**src/rtl/saturn_bus_sequencer.sv**
```systemverilog
// Saturn nibble-bus sequencer: runs the 4-phase bus cycle from a program FIFO
// (writes) and a counted burst-read engine, and emits one-cycle debugger events.
module saturn_bus_sequencer #(
    parameter int PTR_W = 4,
    parameter int CNT_W = 5
) (
    input  logic             i_clk,
    input  logic             i_reset,
    input  logic             i_clk_en,
    input  logic             i_stall,
    input  logic [3:0]       i_phases,
    input  logic             i_prog_valid,
    input  logic [4:0]       i_prog_data,
    output logic             o_prog_ready,
    input  logic             i_read_req,
    input  logic [CNT_W-1:0] i_read_count,
    output logic             o_read_ready,
    output logic             o_read_valid,
    output logic [3:0]       o_read_data,
    input  logic [3:0]       i_bus_nibble_in,
    output logic             o_bus_clk_en,
    output logic             o_bus_is_data,
    output logic [3:0]       o_bus_nibble_out,
    output logic             o_busy,
    output logic             o_error,
    output logic             o_dbg_valid,
    output logic [1:0]       o_dbg_action,
    output logic [3:0]       o_dbg_data
);
    localparam int DEPTH = 2 ** PTR_W;

    typedef enum logic [1:0] {IDLE, WRITE, READ} state_t;

    typedef struct packed {
        logic       is_cmd;
        logic [3:0] nibble;
    } prog_entry_t;

    prog_entry_t      fifo_mem [DEPTH];
    logic [PTR_W-1:0] wr_ptr, rd_ptr;
    logic [PTR_W:0]   occupancy;
    logic [CNT_W-1:0] remaining;
    state_t           state;

    logic        step, phase_ok, fifo_empty, fifo_full, push, pop, read_accept;
    prog_entry_t head;

    assign step        = i_clk_en && !i_stall;
    assign phase_ok    = $onehot(i_phases);
    assign fifo_empty  = (occupancy == '0);
    assign fifo_full   = (occupancy == (PTR_W+1)'(DEPTH));
    assign push        = i_prog_valid && !fifo_full;
    assign pop         = step && phase_ok && (i_phases == 4'b0001) && !fifo_empty;
    assign read_accept = i_read_req && (remaining == '0);
    assign head        = fifo_mem[rd_ptr];

    assign o_prog_ready = !fifo_full;
    assign o_read_ready = (remaining == '0);
    assign o_busy       = !fifo_empty || (remaining != '0) || o_bus_clk_en;

    // Storage needs no reset; occupancy alone defines validity.
    always_ff @(posedge i_clk) begin
        if (push) fifo_mem[wr_ptr] <= prog_entry_t'(i_prog_data);
    end

    always_ff @(posedge i_clk) begin
        if (i_reset) begin
            wr_ptr           <= '0;
            rd_ptr           <= '0;
            occupancy        <= '0;
            remaining        <= '0;
            state            <= IDLE;
            o_bus_clk_en     <= 1'b0;
            o_bus_is_data    <= 1'b0;
            o_bus_nibble_out <= 4'h0;
            o_read_valid     <= 1'b0;
            o_read_data      <= 4'h0;
            o_error          <= 1'b0;
            o_dbg_valid      <= 1'b0;
            o_dbg_action     <= 2'b11;
            o_dbg_data       <= 4'h0;
        end else begin
            if (push) wr_ptr <= wr_ptr + 1'b1;
            if (pop)  rd_ptr <= rd_ptr + 1'b1;
            case ({push, pop})
                2'b10:   occupancy <= occupancy + 1'b1;
                2'b01:   occupancy <= occupancy - 1'b1;
                default: ;
            endcase

            o_read_valid <= 1'b0;
            o_dbg_valid  <= 1'b0;
            o_dbg_action <= 2'b11;
            o_dbg_data   <= 4'h0;

            // A zero-length burst is a protocol error and loads nothing.
            if (read_accept) begin
                if (i_read_count == '0) o_error   <= 1'b1;
                else                    remaining <= i_read_count;
            end

            if (step) begin
                if (!phase_ok) begin
                    o_error <= 1'b1;
                end else begin
                    case (i_phases)
                        4'b0001: begin
                            if (!fifo_empty) begin
                                o_bus_nibble_out <= head.nibble;
                                o_bus_is_data    <= !head.is_cmd;
                                o_bus_clk_en     <= 1'b1;
                                state            <= WRITE;
                                o_dbg_valid      <= 1'b1;
                                o_dbg_action     <= {1'b0, head.is_cmd};
                                o_dbg_data       <= head.nibble;
                            end else if (remaining != '0) begin
                                o_bus_is_data <= 1'b1;
                                o_bus_clk_en  <= 1'b1;
                                state         <= READ;
                            end else begin
                                state <= IDLE;
                            end
                        end
                        4'b0010: o_bus_clk_en <= 1'b0;
                        4'b0100: begin
                            if (state == READ && remaining != '0) begin
                                o_read_data  <= i_bus_nibble_in;
                                o_read_valid <= 1'b1;
                                remaining    <= remaining - 1'b1;
                                o_dbg_valid  <= 1'b1;
                                o_dbg_action <= 2'b10;
                                o_dbg_data   <= i_bus_nibble_in;
                            end
                        end
                        default: ;
                    endcase
                end
            end
        end
    end
endmodule

```
**config.mk**
```make
export PLATFORM = sky130hd
export DESIGN_NAME = saturn_bus_sequencer
export DESIGN_NICKNAME = d
export VERILOG_FILES = /design/src/rtl/saturn_bus_sequencer.sv
export SDC_FILE = /design/constraint.sdc
export NUM_CORES = 1
export LEC_CHECK = 0
export ABC_CLOCK_PERIOD_IN_PS = 8700
export CAP_MARGIN = 15
export CORE_MARGIN = 4
export CORE_UTILIZATION = 64
export CTS_BUF_LIST = sky130_fd_sc_hd__clkbuf_2
export DETAILED_ROUTE_END_ITERATION = 16
export GPL_TIMING_DRIVEN = 0
export PLACE_DENSITY = 0.88
export SLEW_MARGIN = 20
export SYNTH_ARGS = -nofsm -noshare
export SYNTH_HDL_FRONTEND = slang
export SYNTH_SLANG_ARGS = --single-unit
```
**constraint.sdc**
```tcl
create_clock -name i_clk -period 8.7 [get_ports i_clk]
set_input_delay 1.305 -clock i_clk [delete_from_list [all_inputs] [get_ports i_clk]]
set_output_delay 1.305 -clock i_clk [all_outputs]
set_load 0.005 [all_outputs]
```
# Word-level counts from Yosys, hierarchy flattened
# Memory sizes are Yosys's and may differ from the RTL's. A register that Yosys moved wholly into a read port is not among the register bits.
# Cells that the tools add are included.
# op_classes
addsub,8
eq_ne,10
mux,30
bitwise,4
reduce_logical,26
# op_table
cell,count
5-bit 2-to-1 mux,6
4-bit 2-to-1 mux,4
4-bit AND reduction,4
5-bit zero test,3
1-bit 2-to-1 mux,12
5-bit one-hot mux with 2 select lines,1
"5-bit by 1-bit subtractor with 5-bit output, second input constant",2
"4-bit by 1-bit adder with 4-bit output, second input constant",2
4-bit one-hot mux with 2 select lines,1
1-bit logical AND,7
2-bit 2-to-1 mux,3
"5-bit by 1-bit adder with 5-bit output, second input constant",1
"5-bit equality test, second input constant",1
5-bit nonzero test,1
1-bit by 1-bit adder with 2-bit output,2
"2-bit equality test, second input constant",2
"4-bit by 1-bit equality test with 1-bit output, second input constant",1
"4-bit by 2-bit equality test with 1-bit output, second input constant",1
"4-bit by 3-bit equality test with 1-bit output, second input constant",1
1-bit zero test,4
1-bit inverter,4
1-bit one-hot mux with 2 select lines,2
2-bit one-hot mux with 2 select lines,1
2-bit nonzero test,2
9 further kinds,10
# totals
register_bits,39
mem_bits_rw,80
in_bits,24
out_inout_bits,22
elab_cells,93
n_memories,1
# memory_table
name,words,word_bits,read_ports,rd_clocked_by_memory_dff,wr,line_no,text
fifo_mem,16,5,1,1,1,39,prog_entry_t fifo_mem [DEPTH];

# Logic depth before layout (Yosys ltp)
# Gate-level depths: netlist (run 1).
# logic_depth
word_depth,8
ltp_mapped,16
ltp_nobuf,15

# Worst setup path after synthesis (run 1)
# No wires, ideal clock.
# synth_path
path_kind,input port to flip-flop
start,input port i_phases[0]
end,register occupancy[4]
setup_ns,0.121
arrival_ns,4.742
t_required_ns,8.579
path_slack_ns,3.838
cell_stages,16
n_path_buf,1
cell_sequence,inv_1 -> fa_1 -> inv_1 -> ha_1 -> ha_1 -> nor4b_1 -> o2111ai_2 -> inv_1 -> ha_1 -> clkbuf_1 -> xor2_1 -> ha_1 -> o21a_1 -> o21a_1 -> o32ai_1 -> mux2_2
# synth_via
elab_chain_len,8
elab_cells_between_ends,11
cone_classes,2 x add/sub; 4 x eq/ne; 1 x mux; 4 x reduce/logical
# synth_lines
item,line_no,text
start: declaration,11,"input logic [3:0] i_phases,"
1-bit by 1-bit adder with 2-bit output (not written as such),49,assign phase_ok = $onehot(i_phases);
2-bit by 2-bit adder with 3-bit output (not written as such),49,
3-bit by 1-bit equality test with 1-bit output,49,
1-bit logical AND,53,assign pop = step && phase_ok && (i_phases == 4'b0001) && !fifo_empty;
1-bit logical AND (*) (2 in series),53,
2-bit by 1-bit equality test with 1-bit output / 2-bit equality test (equally long branches),85,"case ({push, pop})"
5-bit one-hot mux with 2 select lines / 2-bit nonzero test (equally long branches),--,
end signal: assignment,86,2'b10: occupancy <= occupancy + 1'b1;
end signal: assignment,87,2'b01: occupancy <= occupancy - 1'b1;
end: declaration,41,logic [PTR_W:0] occupancy;
# Every way passes the cells marked *; elsewhere a longest branch is shown, timed or not.
# A chain may end at the register's enable or synchronous reset.

# Worst setup path after layout (run 1)
# Ends and elaborated chain as after synthesis.

==> run metrics, run 1 <==
outcome finished clean; core area about 0.0078 mm2; clock root cell clkbuf_2; Reg clk slew, reported paths 190 ps; RSZ-0062 raised after global routing no; CP max stage cell fa_1; area delta synth->final 15.9%; max-cap viol count 0; 1st-pass router iterations 9; Avg Vias per Cell about 6.2; leakage power 2.05 nW; data required time of the worst path 9200 ps; CTS-repair resized insts 0; routed len/inst between 15 and 20 um; DRC errors left 0; syn_nets just over 400; Power Density 181 mW/mm2; Diodes inserted 0; crit path DAT 5950 ps; DR vias ~3400; GRT Residual Overflow 0; Synth area leader edfxtp_1; CTS tree done; area of the die between 0.009 and 0.01 mm2; Top FF cell, synth edfxtp_1; Routed WL roughly 11000 um; Hold Vio Cnt, Final 0; Worst setup SP type primary input; pre-CTS setup slack between 2000 and 3000 ps; setup TNS 0 ps; first-pass GRT wire length ~17000 um; post-layout min period roughly 5500 ps; pin count of the biggest net entering global routing 17; R2R Setup Slk ~4900 ps; Worst-Skew Late Latency about 610 ps; final worst slack between 3000 and 4000 ps; vias in the first global route approximately 3300; Worst Path Max Fanout 10; initial core utilization 66.3%; post-synth top area share between 40% and 50%; initial antenna violation count 0; detailed placement HPWL around 7100 um; total CTS buffers 17; Peak VDD IR around 0.11 mV; Iter 0 DRT Violations 306; synth warn 0; # Post-CTS Setup Buffers 0; Die Wd 98.0 um; FFs w/ async S/R, synth 0%; Max Slew Vio Count 0; CTS Hold Bufs 0; Port Buf Inserts 44; Critical Path Most Common Cell ha_1; most frequent cell after synthesis edfxtp_1; most instantiated cells after synthesis edfxtp_1 (80), dfxtp_1 (43), nor2_1 (32); # setup viols final 0; Worst Tran Pin Value just over 1000 ps; register area share after synthesis about 63%; Gate Count Post-Synth roughly 370; CP top delay family adder cells; max_slew headroom a little under a third; clock sink count between 100 and 150; share of layout cells above drive strength 1 16.3%; maximum clock frequency around 180 MHz; clk buf depth 2; Worst Skew between 30 and 40 ps; Buf+Inv Stages, Crit Path 5; Critical Path Max Stage Delay approximately 540 ps; Final GP Congestion 0.832; crit path kind primary input to flop; critical path, cell by cell clkdlybuf4s50_1 -> inv_1 -> fa_1 -> inv_1 -> ha_1 -> ha_1 -> nor4b_1 -> o2111ai_2 -> inv_1 -> ha_1 -> clkbuf_1 -> xor2_1 -> ha_1 -> o21a_1 -> o21a_1 -> o32ai_1 -> mux2_2; Final Cycle Share a little over three fifths; Final ANT Viol Nets 0; mean post-synth cell area roughly 14 um2; WHS approximately 460 ps; #FFs+latches synth between 100 and 150; Std-Cell Rows 32; Layout Nets 469; H-tree Lvls 4; number of synthesized flops with an enable pin 80; io pins 46; Cell variety after synth 55; Post-Syn Area around 0.0052 mm2; Synth area leaders edfxtp_1 (46%), dfxtp_1 (17%), mux4_2 (9.1%), ha_1 (3.6%), nor2_1 (2.3%); Global Route Usage Sum 22.8%; Die H 98.0 um; CP Capture Type flop; Min-Delay Path Class flop to flop
-- cells in the final DEF, fill, tap and decap left out, drive strengths merged, types with 3 or more instances in the layout --
cell / instances
o211ai: 3
clkinv: 7
a211oi: 4
buf: 6
xor2: 7
clkbuf: 31
nand2: 19
clkdlybuf4s50: 44
inv: 16
a21oi: 22
edfxtp: 80
dfxtp: 43
ha: 15
mux4: 21
or4: 3
nor3: 7
nand2b: 6
mux2i: 5
nor2: 32
clkinvlp: 3
bufinv: 3
nor4: 4
a21o: 5
o21ai: 4
a22oi: 9
or3: 4
-- area by class of cell --
cell class / count / area (um2)
Sequential cell: 123 / 3260
Multi-Input combinational cell: 209 / 1760
Inverter: 16 / 60.1
Tap cell: 102 / 128
Buffer: 18 / 100
Clock buffer: 19 / 95.1
Timing Repair Buffer: 44 / 440
Clock inverter: 13 / 153
Fill cell: 486 / 1810
-- where the power goes --
group | total [mW] | internal [mW] | switching, mW
Clock | 0.363 | 0.159 | 0.204
Sequential | 0.637 | 0.631 | 0.00616
Combinational | 0.0881 | 0.0394 | 0.0487
-- sequential cells by signal (all words and copies together) (netlist names), 2 cells and up, named ones only --
name and count:
fifo_mem 80, occupancy 5, remaining 5, o_bus_nibble_out 4, o_dbg_data 4, o_read_data 4, rd_ptr 4, wr_ptr 4
o_dbg_action 2, state 2
-- layer usage --
metal,vias up,global-route usage [%],routed length (um)
met5,-,0,0
met4,0,7.35,155
met3,16,5.57,718
met2,135,36.9,5340
met1,1682,30.8,4290
li1,1519,-,-
-- logic make-up (layout without fill, tap and decap cells) --
kind of cell | after synthesis | after routing | share of synthesized area, %
flip-flops | 123 | 123 | 63.0
AND/OR/NAND/NOR | 93 | 93 | 9.45
AO/OA/AOI/OAI | 65 | 65 | 8.77
buffers and inverters | 34 | 110 | 3.09
multiplexers | 27 | 27 | 10.3
adder cells (fa/ha/maj) | 16 | 16 | 4.01
XOR/XNOR | 8 | 8 | 1.35
-- metrics by stage --
step                total power, mW  area, um2  instances  utilization, %
floorplan                     0.698       5180        366               -
global placement              0.732       5750        512            73.6
detailed placement            0.736       5750        512            73.6
CTS                            1.09       5990        544            76.8
global route                   1.13       6000        544            76.9
finish                         1.09       6000        544            76.9
-- final timing paths --
check | to | startpoint | cells past startpoint
hold / removal | o_read_data[1] | o_read_data[1] | 2
setup reg to reg | occupancy[4] | occupancy[2] | 12
setup / recovery | occupancy[4] | i_phases[0] | 17
hold reg to reg | o_read_data[1] | o_read_data[1] | 2
-- worst register-to-register path, stage by stage (launching register included) --
cell       delay [ps]
dfxtp_1           340
clkbuf_1          200
or4_1             620
o2111ai_2         550
inv_1             190
ha_1              270
clkbuf_1          210
xor2_1            190
ha_1              240
o21a_1            180
o21a_1            160
o32ai_1           180
mux2_2            380
No activity file was read; power rests on OpenSTA's default activity.
==> inputs of run 2 (changes only) <==
--- a/config.mk
+++ b/config.mk
@@ -5,14 +5,14 @@
 export SDC_FILE = /design/constraint.sdc
 export NUM_CORES = 1
 export LEC_CHECK = 0
-export ABC_CLOCK_PERIOD_IN_PS = 8700
+export ABC_CLOCK_PERIOD_IN_PS = 4700
 export CAP_MARGIN = 15
 export CORE_MARGIN = 4
-export CORE_UTILIZATION = 64
+export CORE_UTILIZATION = 54
 export CTS_BUF_LIST = sky130_fd_sc_hd__clkbuf_2
 export DETAILED_ROUTE_END_ITERATION = 16
 export GPL_TIMING_DRIVEN = 0
-export PLACE_DENSITY = 0.88
+export PLACE_DENSITY = 0.79
 export SLEW_MARGIN = 20
 export SYNTH_ARGS = -nofsm -noshare
 export SYNTH_HDL_FRONTEND = slang
==> constraint.sdc (replaced) <==
create_clock -name i_clk -period 4.7 [get_ports i_clk]
set_input_delay 0.705 -clock i_clk [delete_from_list [all_inputs] [get_ports i_clk]]
set_output_delay 0.705 -clock i_clk [all_outputs]
set_load 0.005 [all_outputs]
==> run metrics, run 2 (same netlist as run 1, synthesis figures left out) <==
1st-pass router iterations 5 (-4); clk buf depth 2 (unchanged); crit path DAT 5090 ps (-860 ps); Layout Nets 469 (unchanged); total CTS buffers 17 (unchanged); Port Buf Inserts 44 (unchanged); Die H 106 um (+8.1%); Worst Path Max Fanout 10 (unchanged); area of the die 0.0112 mm2 (+17%); routed len/inst 17.8 um (-7.8%); pin count of the biggest net entering global routing 17 (unchanged); largest registers fifo_mem: 80 flops, occupancy: 5 flops, remaining: 5 flops; DR vias 3235 (-3.5%); # Post-CTS Setup Buffers 0 (unchanged); # setup viols final 0 (unchanged); vias in the first global route 3248 (-2.6%); Largest register FFs 80 (unchanged); Power Density 341 mW/mm2 (+88%); Worst Tran Pin Value 1000 ps (-32.2 ps); Diodes inserted 0 (unchanged); Max Slew Vio Count 0 (unchanged); initial core utilization 55.8% (-11 points); Worst Skew 33.4 ps (+2.78 ps); Worst setup SP type primary input; pre-CTS setup slack -605 ps (-3380 ps); Post-Layout Cell Count 571 (+5.0%); CP Capture Type flop; Min-Delay Path Class primary input to flop; Critical R2R Launch occupancy[2]; first-pass GRT wire length 16700 um (-0.95%); initial antenna violation count 0 (unchanged); core area 0.00928 mm2 (+19%); max-cap viol count 0 (unchanged); Global Route Usage Sum 19.4% (-3.5 points); leakage power 2.06 nW (+0.56%); maximum clock frequency 220 MHz; Worst-Skew Late Latency 640 ps (+30 ps); Peak VDD IR 0.184 mV (+62%); Die Wd 106 um (+8.1%); CTS tree done; data required time of the worst path 5250 ps (-3950 ps); placed insts 539 (+5.3%); post-layout min period approximately 4500 ps; Iter 0 DRT Violations 316 (+3.3%); detailed placement HPWL 7170 um (+0.97%); commonest non-fill, non-tap cell in the layout edfxtp_1; setup TNS 0 ps (unchanged); io pins 46 (unchanged); Std-Cell Rows 35 (+9.4%); Final GP Congestion 0.864 (+3.8%); Avg Vias per Cell 5.67 (-8.1%); Reg clk slew, reported paths 210 ps (+20 ps); max_slew headroom 32.9% (+2.2 points); outcome finished clean; commonest cells after routing, fill and taps aside edfxtp_1 (80), clkdlybuf4s50_1 (44), dfxtp_1 (43); area delta synth->final 17.0%; Finished Core Util 65.3% (-12 points); crit path kind primary input to flop; Routed WL 10200 um (-3.3%); WHS 352 ps (-110 ps); DRC errors left 0 (unchanged); hold_sp i_reset; clock sink count 123 (unchanged); Final Cycle Share a little over nine tenths; share of layout cells above drive strength 1 16.3% (unchanged); GRT Residual Overflow 0 (unchanged); Final ANT Viol Nets 0 (unchanged); final worst slack 153 ps (-3100 ps); clock root cell clkbuf_2; crit path launch i_phases[0]; CTS Hold Bufs 0 (unchanged); Biggest register fifo_mem; Hold Vio Cnt, Final 0 (unchanged); H-tree Lvls 4 (unchanged)
[run 2: cell count changes in the layout (fill, tap and decap cells not counted)]
cell and change:
clkbuf_2 -2, clkinv_2 -3, clkinvlp_4 -1, inv_6 +4
inv_8 +2, nor4_1 +1, nor4_2 -1, nor4b_1 -1
nor4b_2 +1
[run 2: path summary, 6_finish.rpt]
kind                              end  slack [ps]  depth (start not counted)
hold reg to reg   o_bus_nibble_out[1]         470                          2
hold / removal           o_bus_clk_en         350                          3
setup / recovery         occupancy[4]         150                         17
setup reg to reg         occupancy[4]        1090                         12
[run 2: cell type report]
class / instances / area (um2)
clock buffer: 17 / 85.1
buffer: 18 / 100
multi-input combinational: 209 / 1760
sequential: 123 / 3260
tap: 129 / 161
inverter: 16 / 60.1
clock inverter: 15 / 188
timing repair buffer: 44 / 440
fill: 685 / 3220
[run 2: through the flow]
| step | total power, mW | cell area, um2 |
|---|---|---|
| floorplan | 1.29 | 5180 |
| global placement | 1.36 | 5780 |
| detailed placement | 1.36 | 5780 |
| CTS | 2.07 | 6050 |
| global route | 2.16 | 6060 |
| finish | 2.06 | 6060 |
[run 2: per-layer routing]
metal  vias to the layer above  global-route usage [%]  routed length (um)
met5                         -                       0                   0
met4                         0                    6.11                 178
met3                        15                    5.53                 658
met2                       123                    31.4                4980
met1                      1569                    25.5                4340
li1                       1528                       -                   -
[run 2: repair_timing]
action,in CTS,in global routing
endpoints found under the setup margin,0,2
gates resized for setup,0,1
endpoints found under the hold margin,0,0
[run 2: worst max-delay path, cell delays in order]
cell	delay [ps]
clkdlybuf4s50_1	480
inv_1	90
fa_1	540
inv_1	40
ha_1	190
ha_1	320
nor4b_2	420
o2111ai_2	370
inv_1	240
ha_1	200
clkbuf_1	300
xor2_1	120
ha_1	230
o21a_1	170
o21a_1	160
o32ai_1	140
mux2_2	370
[run 2: where the power goes]
part	total, mW	switching (mW)	internal (mW)
clock	0.721	0.413	0.308
combinational	0.164	0.0900	0.0735
sequential	1.18	0.0115	1.17
